[src/rtl/video_source_switch_if.sv]
// rtl/video_source_switch_if.sv - request, per-source video and selected-output bundle for video_source_switch
interface video_source_switch_if #(
    parameter int NUM_SRC = 2,
    parameter int SEL_W   = $clog2(NUM_SRC)
);
    logic [SEL_W-1:0]       sel_req;
    logic                   sel_req_valid;
    logic                   sel_req_ready;

    logic [24*NUM_SRC-1:0]  src_rgb;
    logic [NUM_SRC-1:0]     src_de;
    logic [NUM_SRC-1:0]     src_skip;
    logic [NUM_SRC-1:0]     src_vs;
    logic [NUM_SRC-1:0]     src_hs;

    logic [23:0]            out_rgb;
    logic                   out_de;
    logic                   out_skip;
    logic                   out_vs;
    logic                   out_hs;

    logic [SEL_W-1:0]       active_sel;
    logic                   switching;
    logic                   align_timeout;

    modport master (
        output sel_req, sel_req_valid,
        output src_rgb, src_de, src_skip, src_vs, src_hs,
        input  sel_req_ready,
        input  out_rgb, out_de, out_skip, out_vs, out_hs,
        input  active_sel, switching, align_timeout
    );

    modport slave (
        input  sel_req, sel_req_valid,
        input  src_rgb, src_de, src_skip, src_vs, src_hs,
        output sel_req_ready,
        output out_rgb, out_de, out_skip, out_vs, out_hs,
        output active_sel, switching, align_timeout
    );
endinterface

[src/rtl/video_source_switch.sv]
// rtl/video_source_switch.sv - frame-synchronous N:1 video source selector with black-frame insertion
module video_source_switch #(
    parameter int NUM_SRC       = 2,
    parameter int SEL_W         = $clog2(NUM_SRC),
    parameter int BLANK_FRAMES  = 1,
    parameter int ALIGN_TIMEOUT = 2000000
) (
    input  logic                rgb_clock,
    input  logic                reset,
    video_source_switch_if.slave bus
);
    localparam int BLANK_W = $clog2(BLANK_FRAMES + 1);
    localparam int TMO_W   = $clog2(ALIGN_TIMEOUT + 1);
    localparam logic [BLANK_W-1:0] BLANK_LAST = BLANK_W'(BLANK_FRAMES);
    localparam logic [TMO_W-1:0]   TMO_LAST   = TMO_W'(ALIGN_TIMEOUT - 1);
    localparam logic [SEL_W:0]     SRC_LIMIT  = (SEL_W + 1)'(NUM_SRC);

    typedef enum logic [1:0] {
        ST_PASS,
        ST_DRAIN,
        ST_BLANK,
        ST_ALIGN
    } state_t;

    state_t             state_q, state_d;
    logic [SEL_W-1:0]   active_q, active_d;
    logic [SEL_W-1:0]   target_q, target_d;
    logic [BLANK_W-1:0] blank_cnt_q, blank_cnt_d;
    logic [TMO_W-1:0]   tmo_cnt_q, tmo_cnt_d;
    logic               timeout_q, timeout_d;
    logic [NUM_SRC-1:0] vs_prev_q;

    logic [23:0] out_rgb_q, out_rgb_d;
    logic        out_de_q, out_de_d;
    logic        out_skip_q, out_skip_d;
    logic        out_vs_q, out_vs_d;
    logic        out_hs_q, out_hs_d;

    logic [NUM_SRC-1:0] vs_rise;
    logic [23:0] old_rgb, tgt_rgb;
    logic        old_de, old_skip, old_vs, old_hs, old_rise;
    logic        tgt_de, tgt_skip, tgt_vs, tgt_hs, tgt_rise;
    logic        req_fire, req_new;

    assign vs_rise = bus.src_vs & ~vs_prev_q;

    // Two views of the source bank: the one on air now and the one being switched to.
    always_comb begin
        old_rgb  = '0;
        old_de   = 1'b0;
        old_skip = 1'b0;
        old_vs   = 1'b0;
        old_hs   = 1'b0;
        old_rise = 1'b0;
        tgt_rgb  = '0;
        tgt_de   = 1'b0;
        tgt_skip = 1'b0;
        tgt_vs   = 1'b0;
        tgt_hs   = 1'b0;
        tgt_rise = 1'b0;
        for (int i = 0; i < NUM_SRC; i++) begin
            if (active_q == SEL_W'(i)) begin
                old_rgb  = bus.src_rgb[24*i +: 24];
                old_de   = bus.src_de[i];
                old_skip = bus.src_skip[i];
                old_vs   = bus.src_vs[i];
                old_hs   = bus.src_hs[i];
                old_rise = vs_rise[i];
            end
            if (target_q == SEL_W'(i)) begin
                tgt_rgb  = bus.src_rgb[24*i +: 24];
                tgt_de   = bus.src_de[i];
                tgt_skip = bus.src_skip[i];
                tgt_vs   = bus.src_vs[i];
                tgt_hs   = bus.src_hs[i];
                tgt_rise = vs_rise[i];
            end
        end
    end

    assign bus.sel_req_ready = (state_q == ST_PASS) & ~reset;
    assign req_fire = bus.sel_req_valid & bus.sel_req_ready;
    assign req_new  = ({1'b0, bus.sel_req} < SRC_LIMIT) && (bus.sel_req != active_q);

    always_comb begin
        state_d     = state_q;
        active_d    = active_q;
        target_d    = target_q;
        blank_cnt_d = blank_cnt_q;
        tmo_cnt_d   = tmo_cnt_q;
        timeout_d   = timeout_q;
        out_rgb_d   = '0;
        out_de_d    = 1'b0;
        out_skip_d  = 1'b0;
        out_vs_d    = 1'b0;
        out_hs_d    = 1'b0;

        unique case (state_q)
            ST_PASS: begin
                out_rgb_d  = old_rgb;
                out_de_d   = old_de;
                out_skip_d = old_skip;
                out_vs_d   = old_vs;
                out_hs_d   = old_hs;
                if (req_fire && req_new) begin
                    target_d = bus.sel_req;
                    state_d  = ST_DRAIN;
                end
            end
            ST_DRAIN: begin
                out_vs_d = old_vs;
                out_hs_d = old_hs;
                if (old_rise) begin
                    blank_cnt_d = BLANK_W'(1);
                    state_d     = ST_BLANK;
                end else begin
                    out_rgb_d  = old_rgb;
                    out_de_d   = old_de;
                    out_skip_d = old_skip;
                end
            end
            ST_BLANK: begin
                // Sync keeps following the old source so the sink still sees frame timing.
                out_vs_d = old_vs;
                out_hs_d = old_hs;
                if (old_rise) begin
                    if (blank_cnt_q == BLANK_LAST) begin
                        state_d   = ST_ALIGN;
                        tmo_cnt_d = '0;
                        out_vs_d  = 1'b0;
                        out_hs_d  = 1'b0;
                    end else begin
                        blank_cnt_d = blank_cnt_q + BLANK_W'(1);
                    end
                end
            end
            ST_ALIGN: begin
                tmo_cnt_d = tmo_cnt_q + TMO_W'(1);
                if (tgt_rise) begin
                    active_d   = target_q;
                    state_d    = ST_PASS;
                    out_rgb_d  = tgt_rgb;
                    out_de_d   = tgt_de;
                    out_skip_d = tgt_skip;
                    out_vs_d   = tgt_vs;
                    out_hs_d   = tgt_hs;
                end else if (tmo_cnt_q == TMO_LAST) begin
                    active_d  = target_q;
                    state_d   = ST_PASS;
                    timeout_d = 1'b1;
                end
            end
            default: state_d = ST_PASS;
        endcase
    end

    always_ff @(posedge rgb_clock) begin
        vs_prev_q <= reset ? '0 : bus.src_vs;
        if (reset) begin
            state_q     <= ST_PASS;
            active_q    <= '0;
            target_q    <= '0;
            blank_cnt_q <= '0;
            tmo_cnt_q   <= '0;
            timeout_q   <= 1'b0;
            out_rgb_q   <= '0;
            out_de_q    <= 1'b0;
            out_skip_q  <= 1'b0;
            out_vs_q    <= 1'b0;
            out_hs_q    <= 1'b0;
        end else begin
            state_q     <= state_d;
            active_q    <= active_d;
            target_q    <= target_d;
            blank_cnt_q <= blank_cnt_d;
            tmo_cnt_q   <= tmo_cnt_d;
            timeout_q   <= timeout_d;
            out_rgb_q   <= out_rgb_d;
            out_de_q    <= out_de_d;
            out_skip_q  <= out_skip_d;
            out_vs_q    <= out_vs_d;
            out_hs_q    <= out_hs_d;
        end
    end

    assign bus.out_rgb       = out_rgb_q;
    assign bus.out_de        = out_de_q;
    assign bus.out_skip      = out_skip_q;
    assign bus.out_vs        = out_vs_q;
    assign bus.out_hs        = out_hs_q;
    assign bus.active_sel    = active_q;
    assign bus.switching     = (state_q != ST_PASS);
    assign bus.align_timeout = timeout_q;
endmodule
[src/flat_wrapper.sv]
// flat-port wrapper written by rule: the top's interface ports become plain ports
module video_source_switch_flat 
#(
    parameter int NUM_SRC       = 2,
    parameter int SEL_W         = $clog2(NUM_SRC),
    parameter int BLANK_FRAMES  = 1,
    parameter int ALIGN_TIMEOUT = 2000000
)
  (rgb_clock, reset, bus_sel_req, bus_sel_req_valid, bus_src_rgb, bus_src_de, bus_src_skip, bus_src_vs, bus_src_hs, bus_sel_req_ready, bus_out_rgb, bus_out_de, bus_out_skip, bus_out_vs, bus_out_hs, bus_active_sel, bus_switching, bus_align_timeout);
  video_source_switch_if #(.NUM_SRC(NUM_SRC), .SEL_W(SEL_W)) bus_i ();
  input  logic rgb_clock;
  input  logic reset;
  input wire logic [$bits(bus_i.sel_req)-1:0] bus_sel_req;
  input wire logic [$bits(bus_i.sel_req_valid)-1:0] bus_sel_req_valid;
  input wire logic [$bits(bus_i.src_rgb)-1:0] bus_src_rgb;
  input wire logic [$bits(bus_i.src_de)-1:0] bus_src_de;
  input wire logic [$bits(bus_i.src_skip)-1:0] bus_src_skip;
  input wire logic [$bits(bus_i.src_vs)-1:0] bus_src_vs;
  input wire logic [$bits(bus_i.src_hs)-1:0] bus_src_hs;
  output wire logic [$bits(bus_i.sel_req_ready)-1:0] bus_sel_req_ready;
  output wire logic [$bits(bus_i.out_rgb)-1:0] bus_out_rgb;
  output wire logic [$bits(bus_i.out_de)-1:0] bus_out_de;
  output wire logic [$bits(bus_i.out_skip)-1:0] bus_out_skip;
  output wire logic [$bits(bus_i.out_vs)-1:0] bus_out_vs;
  output wire logic [$bits(bus_i.out_hs)-1:0] bus_out_hs;
  output wire logic [$bits(bus_i.active_sel)-1:0] bus_active_sel;
  output wire logic [$bits(bus_i.switching)-1:0] bus_switching;
  output wire logic [$bits(bus_i.align_timeout)-1:0] bus_align_timeout;
  assign bus_i.sel_req = bus_sel_req;
  assign bus_i.sel_req_valid = bus_sel_req_valid;
  assign bus_i.src_rgb = bus_src_rgb;
  assign bus_i.src_de = bus_src_de;
  assign bus_i.src_skip = bus_src_skip;
  assign bus_i.src_vs = bus_src_vs;
  assign bus_i.src_hs = bus_src_hs;
  assign bus_sel_req_ready = bus_i.sel_req_ready;
  assign bus_out_rgb = bus_i.out_rgb;
  assign bus_out_de = bus_i.out_de;
  assign bus_out_skip = bus_i.out_skip;
  assign bus_out_vs = bus_i.out_vs;
  assign bus_out_hs = bus_i.out_hs;
  assign bus_active_sel = bus_i.active_sel;
  assign bus_switching = bus_i.switching;
  assign bus_align_timeout = bus_i.align_timeout;
  video_source_switch #(.NUM_SRC(NUM_SRC), .SEL_W(SEL_W), .BLANK_FRAMES(BLANK_FRAMES), .ALIGN_TIMEOUT(ALIGN_TIMEOUT)) u_core (.rgb_clock(rgb_clock), .reset(reset), .bus(bus_i));
endmodule
[config.mk]
export PLATFORM = sky130hd
export DESIGN_NAME = video_source_switch_flat
export DESIGN_NICKNAME = d
export VERILOG_FILES = /design/src/rtl/video_source_switch_if.sv /design/src/rtl/video_source_switch.sv /design/src/flat_wrapper.sv
export SDC_FILE = /design/constraint.sdc
export NUM_CORES = 1
export LEC_CHECK = 0
export BUFFER_PORTS_ARGS = -buffer_cell sky130_fd_sc_hd__buf_2
export CORE_ASPECT_RATIO = 0.75
export CORE_MARGIN = 2
export CORE_UTILIZATION = 45
export DETAILED_ROUTE_END_ITERATION = 8
export GPL_TIMING_DRIVEN = 0
export PLACE_DENSITY = 0.73
export SYNTH_ARGS = -nofsm -noshare
export SYNTH_HDL_FRONTEND = slang
export SYNTH_SLANG_ARGS = --single-unit
[constraint.sdc]
create_clock -name rgb_clock -period 3.1 [get_ports rgb_clock]
set_clock_uncertainty 0.05 [all_clocks]
set_input_delay 0 -clock rgb_clock [delete_from_list [all_inputs] [get_ports rgb_clock]]
set_output_delay 0 -clock rgb_clock [all_outputs]
set_load 0.01 [all_outputs]
==> results by group, run 1 <==
Run status
  • Status: finished, final reports clean

Placement
  • Port bufs: just over 90
  • Global placement routability congestion: between 0.8 and 0.9
  • Post-DP HPWL: between 4 and 5 mm
  • Inst Count DP: ~460

STA
  • Final Hold Viols: 0
  • FMAX: about 0.35 GHz
  • Final worst-path cycle share: 0.917
  • Crit path time final: approximately 2.8 ns
  • Rel. slew slack: 0.550
  • RSZ-0062 raised after global routing: no
  • # setup viols final: 0
  • Final TNS setup: 0 ns
  • Worst-margin pin slew: about 0.67 ns
  • Final Max Tran Viols: 0

Pwr
  • Power per cell area: 584 nW/µm²
  • IR drop worst, VDD: ~0.00033 V
  • Pleak: roughly 0.0017 µW

CTS
  • CTS sink count: 57
  • Root buf cell: clkbuf_8
  • Clk_lat worst skew: ~0.33 ns
  • Clk buf depth: 2
  • Register clock-pin slew on the reported worst setup and hold paths: 0.06 ns
  • Setup repair bufs after CTS: 0
  • H-tree Lvls: 3
  • CTS tree: built
  • CTS Buf Count: 9

Worst setup path
  • Crit Path Max Fanout: 10
  • Worst r2r path cells: 7
  • Worst EP required: roughly 3.3 ns
  • Cell breakdown of the critical path: ha_1, inv_1, o32ai_2, clkbuf_1, a22oi_1, dlygate4sd3_1, nor2_1
  • Critical path capture point type: flip-flop
  • Startpoint types: flip-flop
  • Critical path data arrival time: 3.06 ns
  • CP Class: reg2reg
  • R2r setup slk: roughly 0.26 ns
  • Crit path largest cell delay: around 0.6 ns
  • Slowest CP cell: dlygate4sd3_1

Drt
  • Vias per cell: about 5.2
  • First-pass DRT Iterations: 5
  • Drt wl/cell: around 15 µm
  • Drc violations: 0
  • DRT antenna net count: 0
  • Total routed wirelength: just over 8 mm
  • Drt initial violations: 212
  • Vias: roughly 2.8k

Final layout
  • Ratio of cells with drive above 1 in the final layout: 0.287
  • Most common cell after layout, fill and taps aside: buf_2
  • Most frequent cells in the layout: buf_2 (95), dlygate4sd3_1 (59), dfxtp_1 (57)
  • Nets: roughly 520
  • N_diodes: 0
  • Syn-to-layout area delta: 51.4%
  • Non-Filler Instances: 534

Synth
  • Largest cells by area after synthesis: dfxtp_1 (43%), nor2_1 (7.9%), a22oi_1 (7.6%)
  • Post-synth top area share: 0.427
  • Distinct cell type count after synthesis: 49
  • Top FF cell, synth: dfxtp_1
  • Synth warnings: 0
  • Post-Syn Instances: between 200 and 300
  • Post-Syn Nets: approximately 360
  • Post-synth ARST share: 0
  • Synth area leader: dfxtp_1
  • Syn Std Cell Area: ~2700 µm²
  • EDFF count, synth: 0
  • Register area share after synthesis: 0.427
  • Number of synthesized register bits: between 50 and 60
  • Avg Inst Size Synth: 9.21 µm²

Floorplanning
  • DIE AREA: 6570 µm²
  • Num rows: 24
  • # IOs: 92
  • Core Area: ~5800 µm²
  • Die width: roughly 93 µm
  • Chip height: between 70 and 80 µm
  • Starting Density: 0.463

Min path
  • Min-Delay Path Class: in2reg
  • Worst hold path depth: 4

GRT
  • First-pass GRT wire length: approximately 13 mm
  • Vias in the first global route: around 2.7k
  • Initial antenna violation count: 0
  • Gr ovfl total: 0
  • Largest net degree at the start of global routing: 11
  • Total track usage: 0.246

Flow run
  • Max Cap Viol: 0
==> worst max-delay path: cells and delay by family (launching register included) <==
family                   cells  cell delay, ns
AND/OR/NAND/NOR              1            0.10
adder cells (fa/ha/maj)      1            0.34
AO/OA/AOI/OAI                2            0.76
flip-flops                   1            0.37
buffers and inverters        3            1.16
==> synthesized netlist by cell type, types with 3 or more instances <==
library cell	instances
buf_2	4
nand2_1	10
mux2_2	3
and3_1	3
ha_1	6
nand2b_1	3
xnor2_1	18
nor2_1	56
a22oi_1	27
dfxtp_1	57
inv_1	11
nand3_1	6
and2_1	3
o21ai_0	5
clkbuf_1	10
a21oi_1	10
a2111oi_2	6
nand3b_1	3
a211oi_1	7
==> where the power goes <==
group,switching (µW),internal (µW),leakage (µW),total [µW]
Clock,299,493,0.000115,792
Sequential,32.9,829,0.000467,862
Combinational,347,360,0.00110,707
==> per-stage QoR <==
stage | area (µm²) | hold slack, ns | util | power (µW) | setup WS (ns)
6_report | 4040 | 0.0181 | 0.701 | 2360 | 0.256
4_1_cts | 4040 | 0.00679 | 0.701 | 2330 | 0.393
2_1_floorplan | 2670 | 0.0216 | - | 1190 | 1.08
5_1_grt | 4040 | 0.0375 | 0.701 | 2470 | 0.0642
3_3_place_gp | 3220 | 0.187 | 0.559 | 1370 | 0.874
3_5_place_dp | 3220 | 0.194 | 0.559 | 1380 | 0.851
==> state kept, by name, indices dropped and copies added (netlist names), 2 cells and up <==
register	count
u_core.vs_prev_q	2
u_core.tmo_cnt_q	21
u_core.bus.out_rgb	24
u_core.state_q	2
==> layer usage <==
| layer | track usage | part of all wire |
|---|---|---|
| met4 | 0.136 | 0.043 |
| met3 | 0.0607 | 0.047 |
| met1 | 0.292 | 0.41 |
| met2 | 0.413 | 0.50 |
| met5 | 0 | 0 |
==> what timing repair did <==
item,in CTS,in global routing
resized for setup,0,0
endpoints found under the hold margin,31,0
hold buffers,59,0
==> area by class of cell <==
class,instances,area [µm²]
sequential,57,1140
fill,429,1720
multi-input combinational,203,1390
tap,78,97.6
clock inverter,5,77.6
buffer,19,95.1
inverter,11,41.3
timing repair buffer,150,1050
clock buffer,11,151
==> kinds of logic after synthesis <==
family / Yosys count / synth area share
and+or+nand+nor: 100 / 0.184
AOI/OAI and AO/OA: 73 / 0.228
DFF: 57 / 0.427
buffers and inverters: 30 / 0.0511
xor gates and xnor gates: 20 / 0.0656
adders and majority gates: 6 / 0.0281
muxes: 4 / 0.0164
==> worst paths after layout <==
check,from,to
hold / removal,bus_src_hs[1],u_core.bus.out_hs$_SDFF_PP0_
setup reg to reg,u_core.state_q[1]$_SDFFE_PP0P_,u_core.bus.out_rgb[15]$_SDFF_PP0_
hold reg to reg,u_core.tmo_cnt_q[6]$_SDFFE_PP0P_,u_core.tmo_cnt_q[6]$_SDFFE_PP0P_
setup / recovery,u_core.state_q[1]$_SDFFE_PP0P_,u_core.bus.out_rgb[15]$_SDFF_PP0_
Power figures use the tool's default switching activity.
==> inputs of run 2 (changes only) <==
- CORE_UTILIZATION: 45 -> 54
- PLACE_DENSITY: 0.73 -> 0.85
==> run 2 against run 1 <==
Net effect:
- routed wire length rose by 24%
- non-clock buffer count is 2 lower
- first-iteration DRC count up 110%
- sequential power rose by 0.7%
- fmax fell by 3.7%
- largest power group unchanged
==> results by group, run 2 (synthesis results as in run 1) <==
Run status
  • Status: finished, final reports clean (unchanged)

Final layout
  • Syn-to-layout area delta: 50.0% (was 51.4%)
  • Fillers: 254 (was 429)
  • Most common cell after layout, fill and taps aside: buf_2 (unchanged)
  • Nets: 515 (was 517)
  • Finished Cell Area: 4010 µm² (was 4040 µm²)
  • Most frequent cells in the layout: buf_2 (95), dlygate4sd3_1 (57), dfxtp_1 (57) (was buf_2 (95), dlygate4sd3_1 (59), dfxtp_1 (57))
  • Max reg flops: 24 (unchanged)
  • Non-Filler Instances: 515 (was 534)
  • Final Util: 0.831 (was 0.701)
  • Ratio of cells with drive above 1 in the final layout: 0.293 (was 0.287)

Worst setup path
  • Critical path data arrival time: 3.18 ns (was 3.06 ns)
  • CP Class: reg2reg (unchanged)
  • Startpoint types: flip-flop (unchanged)
  • Worst EP required: 3.33 ns (was 3.31 ns)
  • Crit Path Max Fanout: 10 (unchanged)
  • Critical path capture point type: flip-flop (unchanged)

Placement
  • Port bufs: 91 (unchanged)
  • Post-DP HPWL: 4.75 mm (was 4.79 mm)
  • Placed cell area: 3200 µm² (was 3220 µm²)
  • Inst Count DP: 441 (was 459)
  • Pre-CTS setup slack: 0.838 ns (was 0.851 ns)
  • Global placement routability congestion: 0.806 (was 0.801)

CTS
  • H-tree Lvls: 3 (unchanged)
  • Clk_lat worst skew: 0.35 ns (was 0.33 ns)
  • CTS tree: built (unchanged)
  • Root buf cell: clkbuf_8 (unchanged)
  • Register clock-pin slew on the reported worst setup and hold paths: 0.07 ns (was 0.06 ns)
  • Clk buf depth: 2 (unchanged)
  • CTS sink count: 57 (unchanged)
  • Setup repair bufs after CTS: 0 (unchanged)
  • CTS Buf Count: 9 (unchanged)

STA
  • Final TNS setup: 0 ns (unchanged)
  • Crit path time final: 2.95 ns (was 2.84 ns)
  • Worst-margin pin slew: 0.718 ns (was 0.674 ns)
  • Final Hold Viols: 0 (unchanged)
  • RSZ-0062 raised after global routing: no (unchanged)
  • # setup viols final: 0 (unchanged)
  • Rel. slew slack: 0.521 (was 0.550)
  • FMAX: 0.338 GHz (was 0.352 GHz)
  • Final Max Tran Viols: 0 (unchanged)
  • Final worst-path cycle share: 0.953 (was 0.917)
  • Setup WS post-layout: 0.146 ns (was 0.256 ns)

Min path
  • Min-Delay Path Class: in2reg (unchanged)

GRT
  • Largest net degree at the start of global routing: 11 (unchanged)
  • Initial antenna violation count: 1 (was 0)
  • First-pass GRT wire length: 15.1 mm (was 12.6 mm)
  • Total track usage: 0.362 (was 0.246)
  • Vias in the first global route: 2993 (was 2729)
  • Gr ovfl total: 0 (unchanged)

Drt
  • Drt wl/cell: 19.3 µm (was 15.1 µm)
  • Total routed wirelength: 9.95 mm (was 8.05 mm)
  • Vias: 3098 (was 2794)
  • Vias per cell: 6.02 (was 5.23)
  • First-pass DRT Iterations: 6 (was 5)
  • Drc violations: 0 (unchanged)
  • DRT antenna net count: 0 (unchanged)
  • Drt initial violations: 438 (was 212)

Pwr
  • Power per cell area: 600 nW/µm² (was 584 nW/µm²)
  • Pleak: 0.00167 µW (was 0.00168 µW)
  • IR drop worst, VDD: 0.000442 V (was 0.000331 V)

Floorplanning
  • DIE AREA: 5530 µm² (was 6570 µm²)
  • Starting Density: 0.554 (was 0.463)
  • Num rows: 22 (was 24)
  • Die width: 85.2 µm (was 92.9 µm)
  • Core Area: 4820 µm² (was 5770 µm²)
  • # IOs: 92 (unchanged)
  • Chip height: 64.9 µm (was 70.7 µm)

Flow run
  • Max Cap Viol: 0 (unchanged)
==> run 2: cell types whose count changed in the layout (fill, tap and decap cells not counted) <==
cell,delta
dlygate4sd3_1,-2
clkbuf_2,+2
clkbuf_1,-2
diode_2,+1
==> run 2: where the power goes <==
part	internal (µW)	switching, µW	leakage [µW]	total [µW]
clock network	493	302	0.000115	796
logic	362	379	0.00109	741
registers	830	38.1	0.000467	868
==> run 2: worst max-delay path: stages (launching register included) <==
cell and delay (ns):
dfxtp_1 0.38, ha_1 0.36, nand2_1 0.11, o22ai_1 0.59, clkbuf_1 0.48, a22oi_1 0.17
dlygate4sd3_1 0.63, nor2_1 0.11
==> run 2: metrics by stage <==
step | total power [µW] | hold WS, ns
finish | 2400 | 0.0151
global route | 2490 | 0.0621
CTS | 2330 | 0.00785
detailed placement | 1380 | 0.191
global placement | 1370 | 0.185
floorplan | 1190 | 0.0216
==> run 2: routing by layer <==
layer	vias up	routed length [µm]	GRT usage
met1	1428	3540	0.403
met2	254	4880	0.615
met5	-	0	0
met3	73	875	0.0955
li1	1343	-	-
met4	0	656	0.230
==> run 2: area by class of cell <==
| type | instances | area, µm² | share of cell area |
|---|---|---|---|
| Antenna cell | 1 | 2.50 | 0.000625 |
| Buffer | 19 | 97.6 | 0.0244 |
| Clock buffer | 11 | 151 | 0.0378 |
| Clock inverter | 5 | 77.6 | 0.0194 |
| Inverter | 11 | 41.3 | 0.0103 |
| Multi-Input combinational cell | 203 | 1390 | 0.348 |
| Sequential cell | 57 | 1140 | 0.285 |
| Tap cell | 60 | 75.1 | 0.0187 |
| Timing Repair Buffer | 148 | 1030 | 0.256 |
==> run 2: final timing paths <==
path	from	endpoint	slack (ns)	cells after the start
hold reg to reg	u_core.bus.align_timeout$_SDFFE_PP0P_	u_core.bus.align_timeout$_SDFFE_PP0P_	0.48	2
setup reg to reg	u_core.state_q[1]$_SDFFE_PP0P_	u_core.bus.out_rgb[6]$_SDFF_PP0_	0.15	7
hold / removal	bus_src_hs[0]	u_core.bus.out_hs$_SDFF_PP0_	0.02	4
setup / recovery	u_core.state_q[1]$_SDFFE_PP0P_	u_core.bus.out_rgb[6]$_SDFF_PP0_	0.15	7
==> run 2: repair_timing <==
item | in CTS | in global routing
endpoints found under the setup margin | 0 | 2
gates resized for setup | 0 | 4
hold buffers | 57 | 0
hold endpoints to repair | 30 | 0
==> inputs of run 3 (changes only) <==
- ABC_AREA: unset -> 1
- CORE_UTILIZATION: 54 -> 56
==> run 3 against run 2 <==
Net effect:
- synthesized cell count grew 81%
- clock power is 13% lower
- cell count rose by 40%
- critical path depth up 1
- total power is 5.1% higher
- fmax is 28% higher
- first-iteration DRC count shrank 31%
- critical path type unchanged
- highest routed layer unchanged
==> results by group, run 3 <==
Run status
  • Status: finished, final reports clean (unchanged)

Pwr
  • Power per cell area: 617 nW/µm² (was 600 nW/µm²)
  • Pleak: 0.00197 µW (was 0.00167 µW)
  • IR drop worst, VDD: 0.000584 V (was 0.000442 V)
  • Tot Pwr: 2530 µW (was 2400 µW)

Floorplanning
  • # IOs: 92 (unchanged)
  • Core Area: 5470 µm² (was 4820 µm²)
  • Num rows: 23 (was 22)
  • Chip height: 69.8 µm (was 64.9 µm)
  • Starting Density: 0.591 (was 0.554)
  • Die width: 91.7 µm (was 85.2 µm)
  • DIE AREA: 6400 µm² (was 5530 µm²)

GRT
  • Total track usage: 0.308 (was 0.362)
  • Busiest grt layer: met2 (unchanged)
  • GR Util met3: 0.0750 (was 0.0955)
  • Largest net degree at the start of global routing: 11 (unchanged)
  • Vias in the first global route: 3575 (was 2993)
  • M1 GR Usage: 0.404 (was 0.403)
  • GR Util met2: 0.487 (was 0.615)
  • First-pass GRT wire length: 16.0 mm (was 15.1 mm)
  • Gr ovfl total: 0 (unchanged)
  • Initial antenna violation count: 0 (was 1)

Drt
  • Vias: 3896 (was 3098)
  • DRT antenna net count: 0 (unchanged)
  • First-pass DRT Iterations: 5 (was 6)
  • Vias per cell: 5.42 (was 6.02)
  • Drc violations: 0 (unchanged)
  • Total routed wirelength: 9.57 mm (was 9.95 mm)
  • Drt initial violations: 303 (was 438)
  • Drt wl/cell: 13.3 µm (was 19.3 µm)

CTS
  • CTS sink count: 57 (unchanged)
  • Post-CTS sizing: 0 (unchanged)
  • CTS Buf Count: 9 (unchanged)
  • H-tree Lvls: 3 (unchanged)
  • Clk buf depth: 2 (unchanged)
  • CTS tree: built (unchanged)
  • Clk_lat worst skew: 0.35 ns (about the same)
  • Setup repair bufs after CTS: 0 (unchanged)
  • Root buf cell: clkbuf_8 (unchanged)
  • Register clock-pin slew on the reported worst setup and hold paths: 0.07 ns (about the same)

Final layout
  • Most frequent cells in the layout: nor2_1 (135), buf_2 (98), nand2_1 (85) (was buf_2 (95), dlygate4sd3_1 (57), dfxtp_1 (57))
  • Area of the multi-input gates: 1730 µm² (was 1390 µm²)
  • Max reg flops: 24 (unchanged)
  • N_diodes: 0 (was 1)
  • Storage cell area: 1140 µm² (unchanged)
  • Most common cell after layout, fill and taps aside: nor2_1 (was buf_2)
  • Syn-to-layout area delta: 26.7% (was 50.0%)
  • Fillers: 450 (was 254)
  • Nets: 705 (was 515)
  • Ratio of cells with drive above 1 in the final layout: 0.199 (was 0.293)

STA
  • Final TNS setup: 0 ns (unchanged)
  • Setup WS post-layout: 0.794 ns (was 0.146 ns)
  • FMAX: 0.434 GHz (was 0.338 GHz)
  • Crit path time final: 2.31 ns (was 2.95 ns)
  • Rel. slew slack: 0.642 (was 0.521)
  • Final Max Tran Viols: 0 (unchanged)
  • Hold WS: 0.00409 ns (was 0.0151 ns)
  • Final worst-path cycle share: 0.744 (was 0.953)
  • # setup viols final: 0 (unchanged)
  • RSZ-0062 raised after global routing: no (unchanged)
  • Final Hold Viols: 0 (unchanged)
  • Worst-margin pin slew: 0.537 ns (was 0.718 ns)

Synth
  • Synth cell count leaders: nor2_1 (135), nand2_1 (85), a21oi_1 (65), inv_1 (61), dfxtp_1 (57) (was dfxtp_1 (57), nor2_1 (56), a22oi_1 (27), xnor2_1 (18), inv_1 (11))
  • Distinct cell type count after synthesis: 27 (was 49)
  • Synth warnings: 0 (unchanged)
  • Synth area leader: dfxtp_1 (unchanged)
  • Largest cells by area after synthesis: dfxtp_1 (35%), nor2_1 (16%), a21oi_1 (10%) (was dfxtp_1 (43%), nor2_1 (7.9%), a22oi_1 (7.6%))
  • Register area share after synthesis: 0.353 (was 0.427)
  • Post-Syn Nets: 591 (was 356)
  • Post-synth ARST share: 0 (unchanged)
  • Post-synth top area share: 0.353 (was 0.427)
  • Syn Std Cell Area: 3230 µm² (was 2670 µm²)
  • Avg Inst Size Synth: 6.16 µm² (was 9.21 µm²)
  • Number of synthesized register bits: 57 (unchanged)
  • Top-count cell post-synth: nor2_1 (was dfxtp_1)
  • Post-Syn Instances: 525 (was 290)
  • Top FF cell, synth: dfxtp_1 (unchanged)
  • EDFF count, synth: 0 (unchanged)

Worst setup path
  • Cell mode on critical path: dlygate4sd3_1
  • Critical path capture point type: flip-flop (unchanged)
  • Crit path largest cell delay: 0.56 ns (was 0.63 ns)
  • CP top delay family: buffers and inverters (unchanged)
  • CP Class: reg2reg (unchanged)
  • Critical path data arrival time: 2.55 ns (was 3.18 ns)
  • Slowest CP cell: dlygate4sd3_1 (unchanged)
  • CP Buf/Inv Count: 3 (was 2)
  • Worst EP required: 3.35 ns (was 3.33 ns)
  • Crit Path Max Fanout: 4 (was 10)
  • Cell breakdown of the critical path: inv_1, ha_1, nand2_1, nor2_1, nand3_1, dlygate4sd3_1, a21oi_1, dlygate4sd3_1 (was ha_1, nand2_1, o22ai_1, clkbuf_1, a22oi_1, dlygate4sd3_1, nor2_1)
  • Startpoint types: flip-flop (unchanged)

Placement
  • Port bufs: 90 (was 91)
  • Global placement routability congestion: 0.936 (was 0.806)
  • Pre-CTS setup slack: 1.17 ns (was 0.838 ns)
  • Post-DP HPWL: 6.95 mm (was 4.75 mm)

Flow run
  • Max Cap Viol: 0 (unchanged)

Min path
  • Min-Delay Path Class: in2reg (unchanged)
## run 3: area by class of cell
cell class,instances,share of cell area
clock buffers,13,0.0363
plain buffers,23,0.0290
repair buffers,103,0.142
inverters,66,0.0605
clock inverters,3,0.00977
flip-flops and latches,57,0.279
multi-input cells,379,0.421
well taps,75,0.0229
## run 3: per-layer routing
metal	up-vias	routed length [µm]
met2	208	4400
met1	1780	4070
li1	1884	-
met4	0	209
met5	-	0
met3	24	880
## run 3: stage by stage
stage / area [µm²] / std cells / util
floorplan: 3230 / 525 / -
global placement: 3780 / 690 / 0.691
detailed placement: 3780 / 690 / 0.691
CTS: 4100 / 719 / 0.749
global route: 4100 / 719 / 0.749
finish: 4100 / 719 / 0.749
## run 3: final timing paths
check / from / endpoint / slack [ns] / cells after the start
setup / recovery: u_core.state_q[1]$_SDFFE_PP0P_ / u_core.target_q$_SDFFE_PP0P_ / 0.79 / 8
hold / removal: bus_src_rgb[10] / u_core.bus.out_rgb[10]$_SDFF_PP0_ / 0.004 / 5
setup reg to reg: u_core.state_q[1]$_SDFFE_PP0P_ / u_core.target_q$_SDFFE_PP0P_ / 0.79 / 8
hold reg to reg: u_core.bus.align_timeout$_SDFFE_PP0P_ / u_core.bus.align_timeout$_SDFFE_PP0P_ / 0.43 / 2
## run 3: cell families (layout without fill, tap and decap cells)
logic type,count (synthesis),after routing,share of synthesized area
AO/OA/AOI/OAI,104,104,0.168
XOR/XNOR,1,1,0.00271
adder cells (fa/ha/maj),6,6,0.0232
buffers and inverters,89,208,0.113
flip-flops,57,57,0.353
AND/OR/NAND/NOR,268,268,0.340
## run 3: timing repair
action | CTS | global route
hold buffers | 13 | 0
endpoints found under the setup margin | 0 | 0
hold endpoints to repair | 13 | 0
## run 3: where the power goes
part           internal [µW]  switching, µW  total (µW)  leakage [µW]
combinational            347            599         946       0.00141
clock                    391            301         692     0.0000974
sequential               841           48.1         889      0.000466
## run 3: worst register-to-register path: stages, from the launching register on
cell and delay (ns):
dfxtp_1 0.34, inv_1 0.11, ha_1 0.20, nand2_1 0.08, nor2_1 0.14, nand3_1 0.07, dlygate4sd3_1 0.56, a21oi_1 0.15
dlygate4sd3_1 0.55
